$ cat src/rtl/can_rx_frame.sv
// ---------------------------------------------------------------------------
// can_rx_frame
//
// Receive side of the CAN node. The differential pair is sampled once per
// can_clk rising edge (one bus bit per clock) and standard-format data or
// remote frames are deserialized. Delimiters, EOF and optionally the CRC are
// checked. A good frame is committed to a single-entry valid/ready holding
// register. An ACK-request strobe covers the ACK slot so the node top can
// drive dominant there.
//
// Build option:
//   CAN_RX_CRC_CHECK_EN  when defined, CRC-15 (poly 0x4599, init 0) is
//                        computed over SOF..last data bit and checked
//                        against the received CRC field. When undefined,
//                        the field is only captured. That matches a
//                        transmitter that sends CRC = 0.
//
// Ports:
//   can_clk      bit clock, one bus bit sampled per rising edge
//   reset        synchronous, active-high
//   can_hi_in    CAN-H level
//   can_lo_in    CAN-L level
//   rx_ready     consumer accepts the held frame
//   rx_valid     held frame available
//   rx_id        11-bit identifier
//   rx_rtr       RTR bit
//   rx_dlc       raw DLC field (not clamped)
//   rx_data      data bytes, byte 0 (first on the wire) in [7:0], unused = 0
//   rx_crc       received CRC field
//   ack_drive    request to drive dominant during the ACK slot
//   rx_err       one-cycle error pulse
//   rx_err_code  1 form, 2 CRC, 3 illegal level, 4 extended frame, 5 overrun
//   busy         frame in progress, SOF through EOF
// ---------------------------------------------------------------------------
module can_rx_frame #(
    parameter int IDLE_BITS = 11,
    parameter int MAX_BYTES = 8
) (
    input  logic        can_clk,
    input  logic        reset,
    input  logic        can_hi_in,
    input  logic        can_lo_in,
    input  logic        rx_ready,
    output logic        rx_valid,
    output logic [10:0] rx_id,
    output logic        rx_rtr,
    output logic [3:0]  rx_dlc,
    output logic [63:0] rx_data,
    output logic [14:0] rx_crc,
    output logic        ack_drive,
    output logic        rx_err,
    output logic [2:0]  rx_err_code,
    output logic        busy
);

    typedef enum logic [3:0] {
        ST_WAIT_IDLE,
        ST_IDLE,
        ST_ARB,
        ST_CTRL,
        ST_DATA,
        ST_CRC,
        ST_CRC_DEL,
        ST_ACK,
        ST_ACK_DEL,
        ST_EOF
    } state_t;

    localparam logic [2:0] ERR_FORM    = 3'd1;
`ifdef CAN_RX_CRC_CHECK_EN
    localparam logic [2:0] ERR_CRC     = 3'd2;
`endif
    localparam logic [2:0] ERR_LEVEL   = 3'd3;
    localparam logic [2:0] ERR_EXT     = 3'd4;
    localparam logic [2:0] ERR_OVERRUN = 3'd5;

    localparam logic [7:0] IDLE_LIMIT = 8'(IDLE_BITS);
    localparam logic [3:0] MAX_SLOTS  = 4'(MAX_BYTES);

    // Number of data bytes actually on the wire for a given DLC.
    function automatic logic [3:0] clamp_bytes(input logic [3:0] dlc);
        clamp_bytes = (dlc > MAX_SLOTS) ? MAX_SLOTS : dlc;
    endfunction

`ifdef CAN_RX_CRC_CHECK_EN
    // One serial step of CRC-15 with polynomial 0x4599.
    function automatic logic [14:0] crc_step(input logic [14:0] crc, input logic din);
        logic fb;
        fb = crc[14] ^ din;
        crc_step = {crc[13:0], 1'b0} ^ (fb ? 15'h4599 : 15'h0000);
    endfunction
`endif

    // Bus decode. Equal levels read as recessive so that idle or
    // undriven lines never look like a SOF. The frame logic flags
    // them separately while a frame is in progress.
    logic level_bad;
    logic bit_val;
    assign level_bad = (can_hi_in == can_lo_in);
    assign bit_val   = level_bad ? 1'b1 : can_lo_in;

    state_t      state_q, state_d;
    logic [7:0]  cnt_q, cnt_d;
    logic [11:0] arb_q, arb_d;
    logic [3:0]  dlc_q, dlc_d;
    logic [63:0] data_q, data_d;
    logic [14:0] crc_field_q, crc_field_d;

    logic        rx_valid_q, rx_valid_d;
    logic [10:0] rx_id_q, rx_id_d;
    logic        rx_rtr_q, rx_rtr_d;
    logic [3:0]  rx_dlc_q, rx_dlc_d;
    logic [63:0] rx_data_q, rx_data_d;
    logic [14:0] rx_crc_q, rx_crc_d;
    logic        ack_q, ack_d;
    logic        err_q, err_d;
    logic [2:0]  err_code_q, err_code_d;
    logic        busy_q, busy_d;

`ifdef CAN_RX_CRC_CHECK_EN
    logic [14:0] crc_calc_q, crc_calc_d;
    logic        crc_bad_q, crc_bad_d;
`endif

    logic        raise;
    logic [2:0]  raise_code;
    logic        commit;
    logic [2:0]  slot;
    logic [7:0]  cur_byte;
    logic [7:0]  data_last;

    // Frame sequencer. The current state names the field that the bit
    // sampled on this edge belongs to. Every check is done on that bit,
    // and every error funnels through raise/raise_code at the bottom.
    always_comb begin
        state_d     = state_q;
        cnt_d       = cnt_q;
        arb_d       = arb_q;
        dlc_d       = dlc_q;
        data_d      = data_q;
        crc_field_d = crc_field_q;
        busy_d      = busy_q;
        ack_d       = 1'b0;
        err_d       = 1'b0;
        err_code_d  = 3'd0;
        raise       = 1'b0;
        raise_code  = 3'd0;
        commit      = 1'b0;
        slot        = cnt_q[5:3];
        cur_byte    = 8'h00;
        data_last   = 8'h00;
`ifdef CAN_RX_CRC_CHECK_EN
        crc_calc_d  = crc_calc_q;
        crc_bad_d   = crc_bad_q;
`endif

        if (busy_q && level_bad) begin
            raise      = 1'b1;
            raise_code = ERR_LEVEL;
        end else begin
            case (state_q)
                ST_WAIT_IDLE: begin
                    if (!bit_val) begin
                        cnt_d = 8'd0;
                    end else if (cnt_q >= IDLE_LIMIT - 8'd1) begin
                        state_d = ST_IDLE;
                        cnt_d   = 8'd0;
                    end else begin
                        cnt_d = cnt_q + 8'd1;
                    end
                end

                // Shadow registers are cleared at SOF so that unused
                // data slots read 0 when the frame is committed.
                ST_IDLE: begin
                    if (!bit_val) begin
                        state_d     = ST_ARB;
                        cnt_d       = 8'd0;
                        busy_d      = 1'b1;
                        arb_d       = 12'd0;
                        dlc_d       = 4'd0;
                        data_d      = 64'd0;
                        crc_field_d = 15'd0;
`ifdef CAN_RX_CRC_CHECK_EN
                        crc_calc_d  = crc_step(15'd0, bit_val);
                        crc_bad_d   = 1'b0;
`endif
                    end
                end

                // ID[10:0] then RTR, kept together in one shift register.
                ST_ARB: begin
                    arb_d = {arb_q[10:0], bit_val};
`ifdef CAN_RX_CRC_CHECK_EN
                    crc_calc_d = crc_step(crc_calc_q, bit_val);
`endif
                    if (cnt_q == 8'd11) begin
                        state_d = ST_CTRL;
                        cnt_d   = 8'd0;
                    end else begin
                        cnt_d = cnt_q + 8'd1;
                    end
                end

                // IDE first, then the 4 DLC bits. Remote frames and
                // zero-length frames skip DATA entirely.
                ST_CTRL: begin
`ifdef CAN_RX_CRC_CHECK_EN
                    crc_calc_d = crc_step(crc_calc_q, bit_val);
`endif
                    if (cnt_q == 8'd0) begin
                        if (bit_val) begin
                            raise      = 1'b1;
                            raise_code = ERR_EXT;
                        end else begin
                            cnt_d = 8'd1;
                        end
                    end else begin
                        dlc_d = {dlc_q[2:0], bit_val};
                        if (cnt_q == 8'd4) begin
                            cnt_d = 8'd0;
                            if (!arb_q[0] && (clamp_bytes(dlc_d) != 4'd0)) begin
                                state_d = ST_DATA;
                            end else begin
                                state_d = ST_CRC;
                            end
                        end else begin
                            cnt_d = cnt_q + 8'd1;
                        end
                    end
                end

                // cnt_q counts data bits. Its upper bits select the byte
                // slot, so each byte shifts MSB-first into its own slot.
                ST_DATA: begin
                    cur_byte = data_q[{slot, 3'b000} +: 8];
                    data_d[{slot, 3'b000} +: 8] = {cur_byte[6:0], bit_val};
`ifdef CAN_RX_CRC_CHECK_EN
                    crc_calc_d = crc_step(crc_calc_q, bit_val);
`endif
                    data_last = {1'b0, clamp_bytes(dlc_q), 3'b000} - 8'd1;
                    if (cnt_q == data_last) begin
                        state_d = ST_CRC;
                        cnt_d   = 8'd0;
                    end else begin
                        cnt_d = cnt_q + 8'd1;
                    end
                end

                ST_CRC: begin
                    crc_field_d = {crc_field_q[13:0], bit_val};
                    if (cnt_q == 8'd14) begin
                        state_d = ST_CRC_DEL;
                        cnt_d   = 8'd0;
`ifdef CAN_RX_CRC_CHECK_EN
                        crc_bad_d = (crc_field_d != crc_calc_q);
`endif
                    end else begin
                        cnt_d = cnt_q + 8'd1;
                    end
                end

                // The ACK request is registered here so that it covers
                // exactly the following bit period, which is the ACK slot.
                ST_CRC_DEL: begin
                    if (!bit_val) begin
                        raise      = 1'b1;
                        raise_code = ERR_FORM;
                    end
`ifdef CAN_RX_CRC_CHECK_EN
                    else if (crc_bad_q) begin
                        raise      = 1'b1;
                        raise_code = ERR_CRC;
                    end
`endif
                    else begin
                        ack_d   = 1'b1;
                        state_d = ST_ACK;
                    end
                end

                ST_ACK: begin
                    state_d = ST_ACK_DEL;
                end

                ST_ACK_DEL: begin
                    if (!bit_val) begin
                        raise      = 1'b1;
                        raise_code = ERR_FORM;
                    end else begin
                        state_d = ST_EOF;
                        cnt_d   = 8'd0;
                    end
                end

                // A handshake in the commit cycle frees the holding
                // register, so that case is a normal commit, not an overrun.
                ST_EOF: begin
                    if (!bit_val) begin
                        raise      = 1'b1;
                        raise_code = ERR_FORM;
                    end else if (cnt_q == 8'd6) begin
                        if (rx_valid_q && !rx_ready) begin
                            raise      = 1'b1;
                            raise_code = ERR_OVERRUN;
                        end else begin
                            commit  = 1'b1;
                            state_d = ST_IDLE;
                            cnt_d   = 8'd0;
                            busy_d  = 1'b0;
                        end
                    end else begin
                        cnt_d = cnt_q + 8'd1;
                    end
                end

                default: begin
                    state_d = ST_WAIT_IDLE;
                    cnt_d   = 8'd0;
                end
            endcase
        end

        if (raise) begin
            state_d    = ST_WAIT_IDLE;
            cnt_d      = 8'd0;
            busy_d     = 1'b0;
            ack_d      = 1'b0;
            err_d      = 1'b1;
            err_code_d = raise_code;
        end
    end

    // Holding register: fields change only on commit. A commit always
    // leaves rx_valid set, even when rx_ready consumes the old frame in
    // the same cycle.
    always_comb begin
        rx_valid_d = rx_valid_q;
        rx_id_d    = rx_id_q;
        rx_rtr_d   = rx_rtr_q;
        rx_dlc_d   = rx_dlc_q;
        rx_data_d  = rx_data_q;
        rx_crc_d   = rx_crc_q;
        if (commit) begin
            rx_valid_d = 1'b1;
            rx_id_d    = arb_q[11:1];
            rx_rtr_d   = arb_q[0];
            rx_dlc_d   = dlc_q;
            rx_data_d  = data_q;
            rx_crc_d   = crc_field_q;
        end else if (rx_ready) begin
            rx_valid_d = 1'b0;
        end
    end

    always_ff @(posedge can_clk) begin
        if (reset) begin
            state_q     <= ST_WAIT_IDLE;
            cnt_q       <= 8'd0;
            arb_q       <= 12'd0;
            dlc_q       <= 4'd0;
            data_q      <= 64'd0;
            crc_field_q <= 15'd0;
            rx_valid_q  <= 1'b0;
            rx_id_q     <= 11'd0;
            rx_rtr_q    <= 1'b0;
            rx_dlc_q    <= 4'd0;
            rx_data_q   <= 64'd0;
            rx_crc_q    <= 15'd0;
            ack_q       <= 1'b0;
            err_q       <= 1'b0;
            err_code_q  <= 3'd0;
            busy_q      <= 1'b0;
`ifdef CAN_RX_CRC_CHECK_EN
            crc_calc_q  <= 15'd0;
            crc_bad_q   <= 1'b0;
`endif
        end else begin
            state_q     <= state_d;
            cnt_q       <= cnt_d;
            arb_q       <= arb_d;
            dlc_q       <= dlc_d;
            data_q      <= data_d;
            crc_field_q <= crc_field_d;
            rx_valid_q  <= rx_valid_d;
            rx_id_q     <= rx_id_d;
            rx_rtr_q    <= rx_rtr_d;
            rx_dlc_q    <= rx_dlc_d;
            rx_data_q   <= rx_data_d;
            rx_crc_q    <= rx_crc_d;
            ack_q       <= ack_d;
            err_q       <= err_d;
            err_code_q  <= err_code_d;
            busy_q      <= busy_d;
`ifdef CAN_RX_CRC_CHECK_EN
            crc_calc_q  <= crc_calc_d;
            crc_bad_q   <= crc_bad_d;
`endif
        end
    end

    assign rx_valid    = rx_valid_q;
    assign rx_id       = rx_id_q;
    assign rx_rtr      = rx_rtr_q;
    assign rx_dlc      = rx_dlc_q;
    assign rx_data     = rx_data_q;
    assign rx_crc      = rx_crc_q;
    assign ack_drive   = ack_q;
    assign rx_err      = err_q;
    assign rx_err_code = err_code_q;
    assign busy        = busy_q;

endmodule
$ cat config.mk
export PLATFORM = sky130hd
export DESIGN_NAME = can_rx_frame
export DESIGN_NICKNAME = d
export VERILOG_FILES = /design/src/rtl/can_rx_frame.sv
export SDC_FILE = /design/constraint.sdc
export NUM_CORES = 1
export LEC_CHECK = 0
export ABC_CLOCK_PERIOD_IN_PS = 2240
export BUFFER_PORTS_ARGS = -buffer_cell sky130_fd_sc_hd__buf_2
export CAP_MARGIN = 20
export CORE_MARGIN = 4
export CORE_UTILIZATION = 29
export CTS_CLUSTER_SIZE = 40
export DETAILED_ROUTE_END_ITERATION = 12
export GPL_TIMING_DRIVEN = 0
export PLACE_DENSITY_LB_ADDON = 0.1
export RECOVER_POWER = 100
export SLEW_MARGIN = 20
export SYNTH_ARGS = -nofsm -noshare
export SYNTH_HDL_FRONTEND = slang
export SYNTH_SLANG_ARGS = --single-unit
$ cat constraint.sdc
create_clock -name can_clk -period 2.24 [get_ports can_clk]
set_input_delay 0.448 -clock can_clk [delete_from_list [all_inputs] [get_ports can_clk]]
set_output_delay 0.448 -clock can_clk [all_outputs]
set_load 0.05 [all_outputs]
======== Yosys cells after proc, flatten, opt, wreduce, memory -nomap -nowiden ========
Cells that the tools add are included.
word-level totals
  input port bits ......................... 5
  output and inout port bits .............. 102
  bits in registers ....................... 209
  logic and storage cells ................. 158
operators by class
  reductions and logical operators ........ 27
  add/subtract/negate cells ............... 3
  eq/ne operators ......................... 30
  bitwise operators ....................... 4
  mux-type cells .......................... 71
  shifts and indexed selects .............. 3
  $lt $le $gt $ge ......................... 3
operators by type and width
  cell                      number
  $pmux W64 S2              1
  $mux W8                   13
  $pmux W8 S9               1
  $mux W4                   17
  $bwmux W64                1
  $mux W64                  1
  $shift A8 B8 Y64 const A  1
  $shiftx A64 B7 Y7         1
  $shiftx A8 B8 Y64         1
  $pmux W4 S10              1
  $pmux W15 S2              1
  $ne A2 B2 Y1 const B      13
  $pmux W12 S2              1
  $mux W1                   22
  $eq A4 B3 Y1 const B      4
  $eq A8 B3 Y1 const B      2
  $eq A8 B4 Y1 const B      2
  $mux W15                  1
  $mux W3                   5
  $reduce_and A14 Y1        1
  $mux W12                  1
  $reduce_bool A2 Y1        6
  $pmux W3 S3               1
  $reduce_and A3 Y1         3
  27 further kinds          40

======== Longest topological paths before layout ========
  word-level depth ........................ 10
  gate-level depth with buffers ........... 11
  depth with buffers taken out ............ 9

======== Worst setup path after synthesis ========
Ideal clock, no wire load.
  path type ............................... reg-to-reg
  start ................................... register cnt_q[4]
  end ..................................... register data_q[16]
  stages on the path, launching flop included .. 11
  arrival time ............................ 2,155 ps
  setup slack ............................. 19 ps
  path buffers ............................ 2
  clock period less this slack ............ 2,221 ps
  library setup time ...................... 66 ps
  data required time ...................... 2,174 ps
  cells stage by stage .................... dfxtp_1 buf_2 inv_1 ha_1 ha_1 nand3b_1 nor3_1 nor2b_1 clkbuf_1 a22oi_1 nor2_1
between the ends
  longest elaborated chain between the ends .. 4
  elaborated cells between the ends (all ways) .. 6
  those cells by class .................... 1 x add/sub; 3 x shift; 2 x mux
ends and longest elaborated chain
  item                                                   RTL line  RTL
  start, declared                                        103       logic [7:0] cnt_q, cnt_d;
  start signal, assigned                                 380       cnt_q <= cnt_d;
  $shiftx A64 B7 Y7 or $neg A6 Y8 (tied branches)        236, 237
  $shiftx A8 B8 Y64 or $shift A8 B8 Y64 (tied branches)  237       data_d[{slot, 3'b000} +: 8] = {cur_byte[6:0], bit_val};
  $bwmux W64 (*)                                         237
  $pmux W64 S2 (*)                                       161       case (state_q)
  end signal, assigned                                   383       data_q <= data_d;
  end, declared                                          106       logic [63:0] data_q, data_d;
Mark *: on every way between the ends. The rest lies on a longest branch, timed or not.
A chain may end at the register's enable or synchronous reset.

======== Worst setup path after layout ========
  start ................................... register dlc_q[3]
  end ..................................... register cnt_q[0]
between the ends
  longest elaborated chain between the ends .. 6
ends and longest elaborated chain
  item                    RTL line  RTL
  start, declared         105       logic [3:0] dlc_q, dlc_d;
  start signal, assigned  382       dlc_q <= dlc_d;
  $gt A4 B4 Y1            82        clamp_bytes = (dlc > MAX_SLOTS) ? MAX_SLOTS : dlc;
  $mux W4 (*)             82
  $sub A7 B1 Y8 (*)       241       data_last = {1'b0, clamp_bytes(dlc_q), 3'b000} - 8'd1;
  $eq A8 B8 Y1 (*)        242       if (cnt_q == data_last) begin
  $mux W8 (*)             242
  $pmux W8 S9 (*)         161
Marked as above.

==> results.md <==
* Status: finished clean
* Final setup viols at 0
* Total Neg Setup Slack at 0 ps
* Antenna-violating nets left at 0
* Synth async-reset ratio at 0
* Largest net degree at the start of global routing at 13
* Worst Hold Slack at 271 ps
* Pwr/cell area at 819 nW/um2
* Number of global-route vias before repair at 7873
* Sink Count at 209
* Max-slew headroom at 0.425
* CTS tree: built
* Die span in y at 181 um
* Crit Path Max Fanout at 8
* Max-cap violation count at 0
* Drt via density at 5.00
* Min-Delay Path Depth at 3
* Number of synthesized flops with an enable pin at 0
* Final net count at 1197
* Leakage power at 3.63 nW
* Mapped Area at 8660 um2
* Final Util at 0.368
* Worst Path Required at 2630 ps
* Register area share after synthesis at 0.483
* Cell variety after synth at 60
* Clk buf depth at 3
* Register bit total from synthesis at 209
* GR Util All Layers at 0.170
* Root Buffer: clkbuf_16
* Syn Nets at 1052
* H-Tree Level Count at 1
* Number of remaining DRC errors at 0
* Worst EP arrival at 2570 ps
* Critical Path Start: dlc_q[3]$_SDFFE_PP0P_
* Minimum clock period at 2170 ps
* F_max at 460 MHz
* Max IR drop VDD at 0.000501 V
* Ys Warns at 0
* N_diodes at 0
* Clock share of power at 0.433
* Clk_lat worst skew at 530 ps
* Period utilisation layout at 0.971
* Hold crit path type: in -> reg
* Pre-antenna DRT Iters at 5
* Max-slew violations at 0
* Clk slew on worst S/H paths at 60 ps
* Cts hold-fix bufs at 0
* Hold Crit Start: rx_ready
* CP startpoint kind: flop
* Int Pwr at 6.40 mW
* Pwr Total at 8.90 mW
* Worst clock skew at 24.9 ps
* First-pass GRT wire length at 45400 um
* DR iter-0 viols at 538
* Initial antenna violation count at 0
* Placed inst area at 9680 um2
* Grt ovf at 0
* Routability Congestion at 0.874
* Seq pwr share at 0.429
* R2R depth at 8
* Main synth FF type: dfxtp_1
* Fin. Hold Viols at 0
* Port bufs at 105
* Layout cell share with drive strength beyond 1 at 0.160
* Switching portion of total power at 0.281
* Dpl hpwl at 20600 um
* Unrepaired setup endpoints after global routing: true
* Initial Util at 0.293
* Reg2Reg Launch Point: dlc_q[3]$_SDFFE_PP0P_
* Comb power frac at 0.138
* Die width at 181 um
* Fin area at 10900 um2
* Crit end category: flop
* Wire length per cell at 18.1 um
* Setup CP Type: reg -> reg
* P&R area growth vs syn at 25.5%
* Post-synthesis cell count at 1039
* Row cnt at 63
* Area of the multi-input gates at 4450 um2
* CTS Buf Count at 25
* Syn avg cell area at 8.34 um2
* Slew @ Worst Pin at 862 ps
* Routed via count at 7956
* IO Pins at 107
* Routed wire length at 28800 um
* Sw Pwr at 2.50 mW
* Register area at 4200 um2
* CORE AREA at 29600 um2
* Die area at 32700 um2
* Layout fillers at 3175
-- Yosys cell counts (4+ instances only) --
cell	instances	share of area
and3_1	4	0.0029
dfxtp_1	209	0.48
nor2b_1	8	0.0058
a31oi_1	8	0.0058
nor4_1	7	0.0051
o21ai_0	13	0.0075
mux4_2	14	0.036
inv_1	7	0.0030
a21oi_1	129	0.075
nand4_1	7	0.0051
nand3_1	34	0.020
nor3_1	8	0.0046
nor3_2	4	0.0046
clkbuf_1	44	0.019
buf_4	4	0.0035
a22oi_1	74	0.064
nand2_1	264	0.11
xor2_1	4	0.0040
nand2b_1	7	0.0051
nor3b_1	5	0.0043
o21ai_1	6	0.0035
and3b_1	4	0.0040
buf_2	24	0.014
ha_1	8	0.012
nor2_1	91	0.039
-- critical path, stage by stage, from the launching register on --
cell,delay [ps]
dfxtp_2,380
nand2b_4,170
ha_4,170
xnor2_2,130
or4b_4,530
nand3_4,110
nand3_4,140
o311ai_4,300
a21oi_1,100
-- kinds of logic (layout without fill, tap and decap cells) --
kind of cell | Yosys count | after routing | synth area share
compound gates | 247 | 247 | 0.174
xor+xnor | 7 | 7 | 0.00708
fa+ha+maj | 8 | 8 | 0.0116
buf+inv | 83 | 244 | 0.0438
flops | 209 | 209 | 0.483
mux | 16 | 16 | 0.0387
simple gates | 469 | 469 | 0.242
-- power groups by stage --
stage,sequential (mW),clock (mW),combinational [mW]
after floorplan,3.89,0,0.685
after global placement,3.89,0,0.994
after detailed placement,3.89,0,0.982
after CTS,3.81,3.96,1.09
after global routing,3.82,4.12,1.34
final,3.82,3.86,1.23
-- per-layer routing --
metal / vias up / wire length [um] / GRT usage
met5: - / 0 / 0
met4: 0 / 447 / 0.0351
met3: 36 / 1370 / 0.0276
met2: 182 / 13400 / 0.276
met1: 3829 / 13600 / 0.239
li1: 3909 / - / -
-- state kept, by name, indices dropped and copies added, names as in the netlist, 3 cells and up --
| signal | flops |
|---|---|
| rx_crc | 15 |
| dlc_q | 4 |
| crc_field_q | 15 |
| data_q | 64 |
| rx_err_code | 3 |
| arb_q | 12 |
| cnt_q | 8 |
| state_q | 4 |
| rx_dlc | 4 |
| rx_data | 64 |
| rx_id | 11 |
-- placed cells by master (no fill, tap or decap), types with 4 or more instances in the layout --
master | netlist | layout
a21oi_1 | 129 | 128
a22oi_1 | 74 | 70
a22oi_2 | 0 | 4
a31oi_1 | 8 | 6
buf_2 | 24 | 20
buf_4 | 4 | 21
buf_6 | 3 | 7
clkbuf_1 | 44 | 137
clkbuf_16 | 0 | 25
clkbuf_2 | 0 | 8
clkbuf_8 | 0 | 6
clkinv_2 | 0 | 4
dfxtp_1 | 209 | 198
dfxtp_2 | 0 | 10
ha_1 | 8 | 6
inv_1 | 7 | 6
mux4_2 | 14 | 14
nand2_1 | 264 | 254
nand2_2 | 1 | 11
nand2b_1 | 7 | 4
nand3_1 | 34 | 33
nand4_1 | 7 | 7
nor2_1 | 91 | 88
nor2_4 | 0 | 5
nor2b_1 | 8 | 4
nor2b_2 | 0 | 4
nor3_1 | 8 | 6
nor3_4 | 2 | 6
nor4_1 | 7 | 7
o21ai_0 | 13 | 11
o21ai_1 | 6 | 6
xor2_1 | 4 | 4
-- final cells by class --
class | count | area share
Buffer | 71 | 0.0351
Clock buffer | 35 | 0.0665
Clock inverter | 8 | 0.00472
Inverter | 8 | 0.00299
Multi-Input combinational cell | 747 | 0.409
Sequential cell | 209 | 0.386
Tap cell | 390 | 0.0449
Timing Repair Buffer | 122 | 0.0501
-- through the flow --
stage | cells | setup WS (ps)
finish | 1590 | 65.8
global route | 1590 | -11.0
CTS | 1585 | -20.7
detailed placement | 1534 | -888
global placement | 1534 | -843
floorplan | 1039 | 18.9
-- path summary, 6_finish.rpt --
check	to	slack [ps]
worst min-delay path	rx_valid$_SDFFE_PP0P_	270
worst max register to register	cnt_q[0]$_SDFFE_PP0P_	70
worst max-delay path	cnt_q[0]$_SDFFE_PP0P_	70
worst min register to register	rx_crc[5]$_SDFFE_PP0P_	450
-- timing repair --
item | 4_1_cts | 5_1_grt
pin swaps | 10 | 14
resized for setup | 52 | 68
setup endpoints to repair | 173 | 170
buffers inserted | 9 | 8
hold endpoints to repair | 0 | 0
Note: power is estimated with default switching activity, not from simulation.
